[config.mk]
export PLATFORM = sky130hd
export DESIGN_NAME = fetch_stage
export DESIGN_NICKNAME = d
export VERILOG_FILES = /design/src/rtl/cpu_types_pkg.sv /design/src/rtl/fetch_stage_next_pc.sv /design/src/rtl/fetch_stage.sv
export SDC_FILE = /design/constraint.sdc
export NUM_CORES = 1
export LEC_CHECK = 0
export CAP_MARGIN = 15
export CORE_UTILIZATION = 35
export CTS_BUF_LIST = sky130_fd_sc_hd__clkbuf_2 sky130_fd_sc_hd__clkbuf_4 sky130_fd_sc_hd__clkbuf_8
export DETAILED_ROUTE_END_ITERATION = 16
export MAX_ROUTING_LAYER = met4
export PLACE_DENSITY = 0.69
export SLEW_MARGIN = 20
export SYNTH_ARGS = -nofsm -noshare
export SYNTH_HDL_FRONTEND = slang
export SYNTH_HIERARCHICAL = 1
export SYNTH_SLANG_ARGS = --single-unit
[constraint.sdc]
create_clock -name CLK -period 4.3 [get_ports CLK]
set_input_delay 0.43 -clock CLK [delete_from_list [all_inputs] [get_ports CLK]]
set_output_delay 0.43 -clock CLK [all_outputs]
set_load 0.02 [all_outputs]
[src/rtl/cpu_types_pkg.sv]
// ----------------------------------------------------------------------------
// cpu_types_pkg
//   Shared types for the CPU front end: 32-bit word, the control unit's PC
//   select encoding, and the fetch-stage state encoding. Also carries the
//   16-bit immediate sign-extension used for branch targets.
// ----------------------------------------------------------------------------
package cpu_types_pkg;

   typedef logic [31:0] word_t;

   // Encoding matches the control unit's PCSel output.
   typedef enum logic [1:0] {
      PC_JUMP   = 2'b00,
      PC_BRANCH = 2'b01,
      PC_JR     = 2'b10,
      PC_NPC    = 2'b11
   } pcsel_t;

   typedef enum logic {
      FETCH_RUN    = 1'b0,
      FETCH_HALTED = 1'b1
   } fetch_state_t;

   localparam word_t INSTR_BYTES = 32'd4;

   function automatic word_t sext_imm16(input logic [15:0] imm);
      return {{16{imm[15]}}, imm};
   endfunction

endpackage

[src/rtl/fetch_stage_next_pc.sv]
// ----------------------------------------------------------------------------
// next_pc_logic
//   Combinational redirect decision and target mux for the fetch stage.
//   Ports:
//     if_valid, stall          : decode-valid qualification (dv = if_valid & ~stall)
//     instr_index [25:0]       : low 26 bits of the IF/ID instruction
//     if_npc [31:0]            : IF/ID PC+4, base for jump/branch targets
//     pc_sel [1:0]             : pcsel_t from the control unit
//     branch, branch_sel, zero : branch qualification (BNE when branch_sel=1)
//     jr_addr [31:0]           : register target for JR
//     take                     : redirect this cycle
//     target [31:0]            : redirect address (meaningful only when take=1)
// ----------------------------------------------------------------------------
module next_pc_logic
   import cpu_types_pkg::*;
(
   input  logic        if_valid,
   input  logic        stall,
   input  logic [25:0] instr_index,
   input  logic [31:0] if_npc,
   input  logic [1:0]  pc_sel,
   input  logic        branch,
   input  logic        branch_sel,
   input  logic        zero,
   input  logic [31:0] jr_addr,
   output logic        take,
   output logic [31:0] target
);

   logic  dv;
   logic  branch_cond;
   word_t jump_target;
   word_t branch_target;

   assign dv          = if_valid & ~stall;
   // BEQ taken on zero, BNE taken on ~zero.
   assign branch_cond = branch & (zero ^ branch_sel);
   assign jump_target = {if_npc[31:28], instr_index, 2'b00};
   // Immediate is sign-extended locally from the raw instruction bits.
   assign branch_target = if_npc + (sext_imm16(instr_index[15:0]) << 2);

   always_comb begin
      take   = 1'b0;
      target = if_npc;
      case (pcsel_t'(pc_sel))
         PC_JUMP: begin
            take   = dv;
            target = jump_target;
         end
         PC_BRANCH: begin
            // With branch=0 this degenerates to NPC.
            take   = dv & branch_cond;
            target = branch_target;
         end
         PC_JR: begin
            take   = dv;
            target = jr_addr;
         end
         default: begin
            take   = 1'b0;
            target = if_npc;
         end
      endcase
   end

endmodule

[src/rtl/fetch_stage.sv]
// ----------------------------------------------------------------------------
// fetch_stage
//   Instruction fetch: owns the PC, drives the icache request and holds the
//   IF/ID latch (instruction + PC+4). Applies decode-resolved redirects
//   (jump, branch, JR), squashes wrong-path fetches and stops on HALT.
//   Optional feature macro: IFETCH_PERF_EN adds saturating fetch/stall
//   counters (fetch_cnt, stall_cnt) and the CNT_W parameter.
//   Ports:
//     CLK, nRST          : clock, asynchronous active-low reset
//     ihit, iload        : icache response
//     iREN, iaddr        : icache request (iaddr = PC)
//     stall              : downstream stall, freezes PC / IF/ID / state
//     PCSel, branch, branchSel, zero, jr_addr, halt : decode redirect inputs
//     if_instr, if_npc, if_valid : IF/ID latch
//     halted             : fetch stopped by HALT (exit only via nRST)
//     fetch_cnt, stall_cnt (IFETCH_PERF_EN only)
// ----------------------------------------------------------------------------
module fetch_stage
   import cpu_types_pkg::*;
#(
   parameter logic [31:0] PC_INIT = 32'h0000_0000
`ifdef IFETCH_PERF_EN
   ,
   parameter int CNT_W = 32
`endif
)(
   input  logic        CLK,
   input  logic        nRST,
   input  logic        ihit,
   input  logic [31:0] iload,
   output logic        iREN,
   output logic [31:0] iaddr,
   input  logic        stall,
   input  logic [1:0]  PCSel,
   input  logic        branch,
   input  logic        branchSel,
   input  logic        zero,
   input  logic [31:0] jr_addr,
   input  logic        halt,
   output logic [31:0] if_instr,
   output logic [31:0] if_npc,
   output logic        if_valid,
   output logic        halted
`ifdef IFETCH_PERF_EN
   ,
   output logic [CNT_W-1:0] fetch_cnt,
   output logic [CNT_W-1:0] stall_cnt
`endif
);

   fetch_state_t state_reg, state_next;
   word_t        pc_reg, pc_next;
   word_t        if_instr_reg, if_instr_next;
   word_t        if_npc_reg, if_npc_next;
   logic         if_valid_reg, if_valid_next;
   logic         take;
   word_t        target;
   word_t        pc_plus4;

   assign pc_plus4 = pc_reg + INSTR_BYTES;   // wraps naturally at 2^32

   next_pc_logic u_next_pc (
      .if_valid    (if_valid_reg),
      .stall       (stall),
      .instr_index (if_instr_reg[25:0]),
      .if_npc      (if_npc_reg),
      .pc_sel      (PCSel),
      .branch      (branch),
      .branch_sel  (branchSel),
      .zero        (zero),
      .jr_addr     (jr_addr),
      .take        (take),
      .target      (target)
   );

   always_ff @(posedge CLK or negedge nRST) begin
      if (!nRST) begin
         state_reg    <= FETCH_RUN;
         pc_reg       <= PC_INIT;
         if_instr_reg <= '0;
         if_npc_reg   <= '0;
         if_valid_reg <= 1'b0;
      end else begin
         state_reg    <= state_next;
         pc_reg       <= pc_next;
         if_instr_reg <= if_instr_next;
         if_npc_reg   <= if_npc_next;
         if_valid_reg <= if_valid_next;
      end
   end

   // Priority: stall > halt > redirect > ihit > bubble.
   always_comb begin
      state_next    = state_reg;
      pc_next       = pc_reg;
      if_instr_next = if_instr_reg;
      if_npc_next   = if_npc_reg;
      if_valid_next = if_valid_reg;
      if (state_reg == FETCH_HALTED) begin
         if_valid_next = 1'b0;
      end else if (stall) begin
         // Hold everything; any returning word is refetched after the stall.
      end else if (if_valid_reg && halt) begin
         state_next    = FETCH_HALTED;
         if_valid_next = 1'b0;
      end else if (take) begin
         // No delay slot: the word fetched alongside the redirect is squashed.
         pc_next       = target;
         if_valid_next = 1'b0;
      end else if (ihit) begin
         pc_next       = pc_plus4;
         if_instr_next = iload;
         if_npc_next   = pc_plus4;
         if_valid_next = 1'b1;
      end else begin
         if_valid_next = 1'b0;
      end
   end

   assign iREN     = (state_reg == FETCH_RUN);
   assign iaddr    = pc_reg;
   assign if_instr = if_instr_reg;
   assign if_npc   = if_npc_reg;
   assign if_valid = if_valid_reg;
   assign halted   = (state_reg == FETCH_HALTED);

`ifdef IFETCH_PERF_EN
   logic             latch_hit;
   logic             count_stall;
   logic [CNT_W-1:0] fetch_cnt_reg;
   logic [CNT_W-1:0] stall_cnt_reg;

   assign latch_hit   = (state_reg == FETCH_RUN) & ~stall & ~(if_valid_reg & halt)
                        & ~take & ihit;
   assign count_stall = (state_reg == FETCH_RUN) & (~ihit | stall);

   always_ff @(posedge CLK or negedge nRST) begin
      if (!nRST) begin
         fetch_cnt_reg <= '0;
         stall_cnt_reg <= '0;
      end else begin
         if (latch_hit && !(&fetch_cnt_reg))
            fetch_cnt_reg <= fetch_cnt_reg + CNT_W'(1);
         if (count_stall && !(&stall_cnt_reg))
            stall_cnt_reg <= stall_cnt_reg + CNT_W'(1);
      end
   end

   assign fetch_cnt = fetch_cnt_reg;
   assign stall_cnt = stall_cnt_reg;
`endif

endmodule

After elaboration in Yosys (flattened, before gate mapping)

Cells that the tools add are included.

Output and inout port bits: 99
Bits of input ports: 74
Word-level logic and storage cells: 36
Flip-flop bits (word level): 98

Muxes and demuxes: 12
Equality and inequality tests: 3
Add/subtract/negate cells: 2
Reduce and logical (&&, ||, !) cells: 6
Bitwise gates (word level): 8

Operator list:

| cell                    | number |
|---|---|
| $pmux W32 S3            | 1 |
| $mux W32                | 2 |
| $add A32 B3 Y32 const B | 1 |
| $add A32 B32 Y32        | 1 |
| $mux W1                 | 8 |
| $reduce_and A5 Y1       | 1 |
| $not A1 Y1              | 4 |
| $reduce_and A4 Y1       | 1 |
| $and A1 B1 Y1           | 3 |
| $eq A2 B1 Y1 const B    | 1 |
| $eq A2 B2 Y1 const B    | 1 |
| $logic_not A2 Y1        | 1 |
| $ne A2 B1 Y1 const B    | 1 |
| $pmux W1 S2             | 1 |
| $reduce_bool A2 Y1      | 1 |
| $reduce_or A2 Y1        | 1 |
| $logic_and A1 B1 Y1     | 1 |
| $xor A1 B1 Y1           | 1 |

Longest topological paths before layout

Depth after elaboration: 8
Depth in mapped cells: 16
Depth with buffers taken out: 16

Hierarchy

Netlist, hierarchy kept.

By module, submodules not included:

| module        | area each (sq um) | instances | cells an instance | sequential area each (sq um) |
|---|---|---|---|---|
| fetch_stage   | 4904.7            | 1         | 556               | 2452.4 |
| next_pc_logic | 2277.2            | 1         | 270               | 0.0 |

Worst setup path after synthesis

No wires, ideal clock.

Path type: reg2reg
Start point: register if_instr_reg[15] (netlist: if_instr[15])
End point: register pc_reg[31] (netlist: iaddr[31])
Setup time: 0.118 ns
Stages on the path, launching flop included: 15
Period minus slack after synthesis: 3.379 ns
Arrival: 3.261 ns
Buffers on the path: 0
Required time: 4.182 ns
Setup slack: 0.921 ns
Cell sequence: dfrtp_1 ha_1 a21o_1 a21o_1 a21o_1 o311ai_1 nor3_1 or3_1 nand4_1 xnor2_1 a21oi_1 and3_1 a221oi_2 o41ai_1 a21o_1

Word-level cells in the longest chain between the ends: 3

RTL lines:

| item                   | line                      | text |
|---|---|---|
| start, declared        | fetch_stage.sv:53         | `word_t if_instr_reg, if_instr_next;` |
| start signal, assigned | fetch_stage.sv:86         | `if_instr_reg <= if_instr_next;` |
| $add A32 B32 Y32       | fetch_stage_next_pc.sv:40 | `assign branch_target = if_npc + (sext_imm16(instr_index[15:0]) << 2);` |
| $pmux W32 S3           | fetch_stage_next_pc.sv:45 | `case (pcsel_t'(pc_sel))` |
| named net target[31]   | fetch_stage.sv:57         | `word_t target;` |
| $mux W32               | fetch_stage.sv:106        | `end else if (take) begin` |
| end signal, assigned   | fetch_stage.sv:85         | `pc_reg <= pc_next;` |
| end, declared          | fetch_stage.sv:52         | `word_t pc_reg, pc_next;` |

The timed path passes the listed nets, and every way through them passes these cells.
A chain may end at the register's enable or synchronous reset.

Final worst setup path

Ends and elaborated chain as after synthesis.

==> flow_summary.yaml <==
run_status:
  status: "finished clean"
layout:
  finalNetCount: 1076
  final.fill_count: 1979
  areaGrowthSynthToFinish_pct: 29.8
  regArea_sq_mm: 0.00245
  layout-drive-gt1-share_pct: 9.22
  final_util_pct: 46.2
  multi_input_area_sq_mm: 0.00448
  antenna_cells: 0
  final_common_cell: "nand2_1"
  layout_common_cells: "185 x nand2_1, 170 x clkdlybuf4s50_1, 98 x dfrtp_1"
floorplanning:
  core.rowCount: 52
  fp.dieW_um: 145
  die_y_um: 145
  pin_count: 173
  start_util_pct: 35.6
  core_area_sq_mm: 0.0202
  die_area_sq_mm: 0.0211
setup_path:
  slowest_delay_ps: 820
  critPathRequiredTime_ps: 4600
  crit_top_cell: "a21oi_1"
  setup.worst_path.end_class: "flip-flop"
  cp_top_family: "compound AO/OA/AOI/OAI gates"
  reg2regPathDepth: 15
  critPathBufInv: 0
  timing.critical_path.cells: "ha_1 -> a21oi_1 -> a21oi_1 -> nor2_1 -> o21ai_0 -> o311ai_1 -> nor3_1 -> or3_1 -> nand4_1 -> xnor2_1 -> a21oi_1 -> and3_1 -> a221oi_2 -> o41ai_1 -> a21o_1"
  rr_endpoint: "iaddr[31]$_DFFE_PN0P_"
  r2r_start: "if_instr[15]$_DFFE_PN0P_"
  worstSetupPathType: "reg2reg"
  crit_path_max_fanout: 21
  cp.arrival_ps: 4090
  rrSetupSlack_ps: 510
  slowest_stage: "dfrtp_1"
  start_kind: "flip-flop"
  crit_cells: 15
  crit_path_end: "iaddr[31]$_DFFE_PN0P_"
  crit_path_start: "if_instr[15]$_DFFE_PN0P_"
timing:
  fin_crit_ps: 3790
  setup_viol: 0
  worst_pin_slew_ps: 1010
  fin_crit_sh_pct: 88.1
  drv_slew: 0
  timing.slew.headroom_pct: 32.3
  timing.fmax_mhz: 264
  hold_viol: 0
  rsz0062_at_grt: "false"
  fin_skew_ps: 17.6
  setup_tns_ps: 0
cts:
  cts_setup_buffers: 0
  cts_tree: "yes"
  cts-buffers-inserted: 9
  worstSkewPairLatency_ps: 400
  clkTransAtPathRegs_ps: 100
  ctsLongestPathBuffers: 2
  htreeDepth: 3
  cts_resized: 0
  clkSinkCount: 98
  cts_hold_buf: 0
  root_buffer: "clkbuf_8"
grt:
  grt_pass1_wl_mm: 36.4
  grtUsageTotal_pct: 22.6
  grt_start_max_net_pins: 67
  antenna_found_initial: 0
  first_global_vias: 6488
  grt_overflow: 0
yosys:
  ys_ff_latch: 98
  yosys_most_used_dff: "dfrtp_1"
  yosysWarnings: 6
  synth_edf_count: 0
  async_flop_share_pct: 100
  netlist-cell-type-count: 79
  synthCells: 826
  synth.net_count: 931
  syn_area_sq_mm: 0.00718
  seq_area_frac_synth_pct: 34.1
  syn_avg_cell_area_sq_um: 8.69
drt:
  drtAntennaViolNets: 0
  drt_first_iter_violations: 546
  vias: 6816
  dr_wl_met3_mm: 1.12
  wl_mm: 22.8
  drcViolationCount: 0
  wl_met2_mm: 10.3
  via_per_inst: 5.47
  dr.pass1.iters: 7
  top_layer: "met4"
  drt-met1-wl_mm: 10.8
  wl_per_cell_um: 18.3
hold_path:
  hp-class: "in2async"
place:
  hpwlAfterDp_mm: 16.4
  numPortBuffers: 172
  gp_congestion: 0.958
power_and_ir_drop:
  vdd_drop_max_v: 0.000133
  p_leak_nw: 3.94
  power_per_cell_area_mw_per_mm2: 222
flow_run:
  max_cap_violations: 0
cells in the mapped netlist, types with 6 or more instances:
library cell,instances,area share (%)
a211oi_1,9,0.94
a21o_1,12,1.3
a21oi_1,44,3.1
and3_1,9,0.78
buf_2,9,0.63
clkbuf_1,31,1.6
dfrtp_1,98,34
ha_1,30,5.2
inv_1,13,0.68
mux4_2,26,8.2
nand2_1,186,9.7
nand3_1,30,2.1
nand3b_1,7,0.73
nand4_1,11,0.96
nor2_1,42,2.2
nor2b_1,8,0.70
nor3_1,16,1.1
o21a_1,6,0.63
o21ai_0,64,4.5
o21ai_1,10,0.70
xnor2_1,26,3.2
xor2_1,25,3.0
area by class of cell:
cell class | instances | area share, %
multi-input combinational | 664 | 48.1
tap | 270 | 3.62
inverter | 15 | 0.604
sequential | 98 | 26.3
clock inverter | 5 | 0.577
timing repair buffer | 183 | 19.3
clock buffer | 11 | 1.56
per-layer routing:
| metal | GRT usage (%) | vias up |
|---|---|---|
| met1 | 31.4 | 3256 |
| met3 | 2.30 | 34 |
| li1 | - | 3271 |
| met4 | 8.21 | 0 |
| met5 | - | - |
| met2 | 34.2 | 255 |
worst reg2reg max path, stage by stage, from the launching register on:
cell,delay (ps)
dfrtp_1,820
ha_1,430
a21oi_1,250
a21oi_1,100
nor2_1,80
o21ai_0,110
o311ai_1,440
nor3_1,100
or3_1,380
nand4_1,100
xnor2_1,120
a21oi_1,80
and3_1,230
a221oi_2,170
o41ai_1,110
a21o_1,170
where the power goes:
group	total [mW]	switching (mW)	leakage [nW]	internal, mW
clock	0.653	0.362	0.106	0.290
combinational	0.423	0.204	2.54	0.219
sequential	0.994	0.0435	1.30	0.950
worst min-delay path by stage:
stage | start | endpoint
detailed placement | if_instr[26]$_DFFE_PN0P_ | if_instr[26]$_DFFE_PN0P_
floorplan | nRST | halted$_DFF_PN0_
CTS | nRST | iaddr[12]$_DFFE_PN0P_
global route | nRST | iaddr[12]$_DFFE_PN0P_
finish | nRST | if_instr[9]$_DFFE_PN0P_
global placement | if_instr[27]$_DFFE_PN0P_ | if_instr[27]$_DFFE_PN0P_
kinds of logic after synthesis:
| family | count (synthesis) | share of synthesized area (%) |
|---|---|---|
| compound gates | 207 | 18.8 |
| xor+xnor | 51 | 6.22 |
| fa+ha+maj | 31 | 5.51 |
| buf+inv | 64 | 3.76 |
| flops | 98 | 34.1 |
| mux | 32 | 9.04 |
| simple gates | 343 | 22.6 |
per-stage QoR:
stage / area [sq um] / instances / setup slack, ps / power, mW / hold WS (ps)
finish: 9320 / 1246 / 512 / 2.07 / 151
global route: 9320 / 1246 / 228 / 2.16 / 216
CTS: 9320 / 1246 / 550 / 2.09 / 180
detailed placement: 9120 / 1230 / 559 / 1.43 / 462
global placement: 9120 / 1230 / 705 / 1.43 / 456
floorplan: 7180 / 826 / 921 / 1.23 / 134
Power figures use the tool's default switching activity.
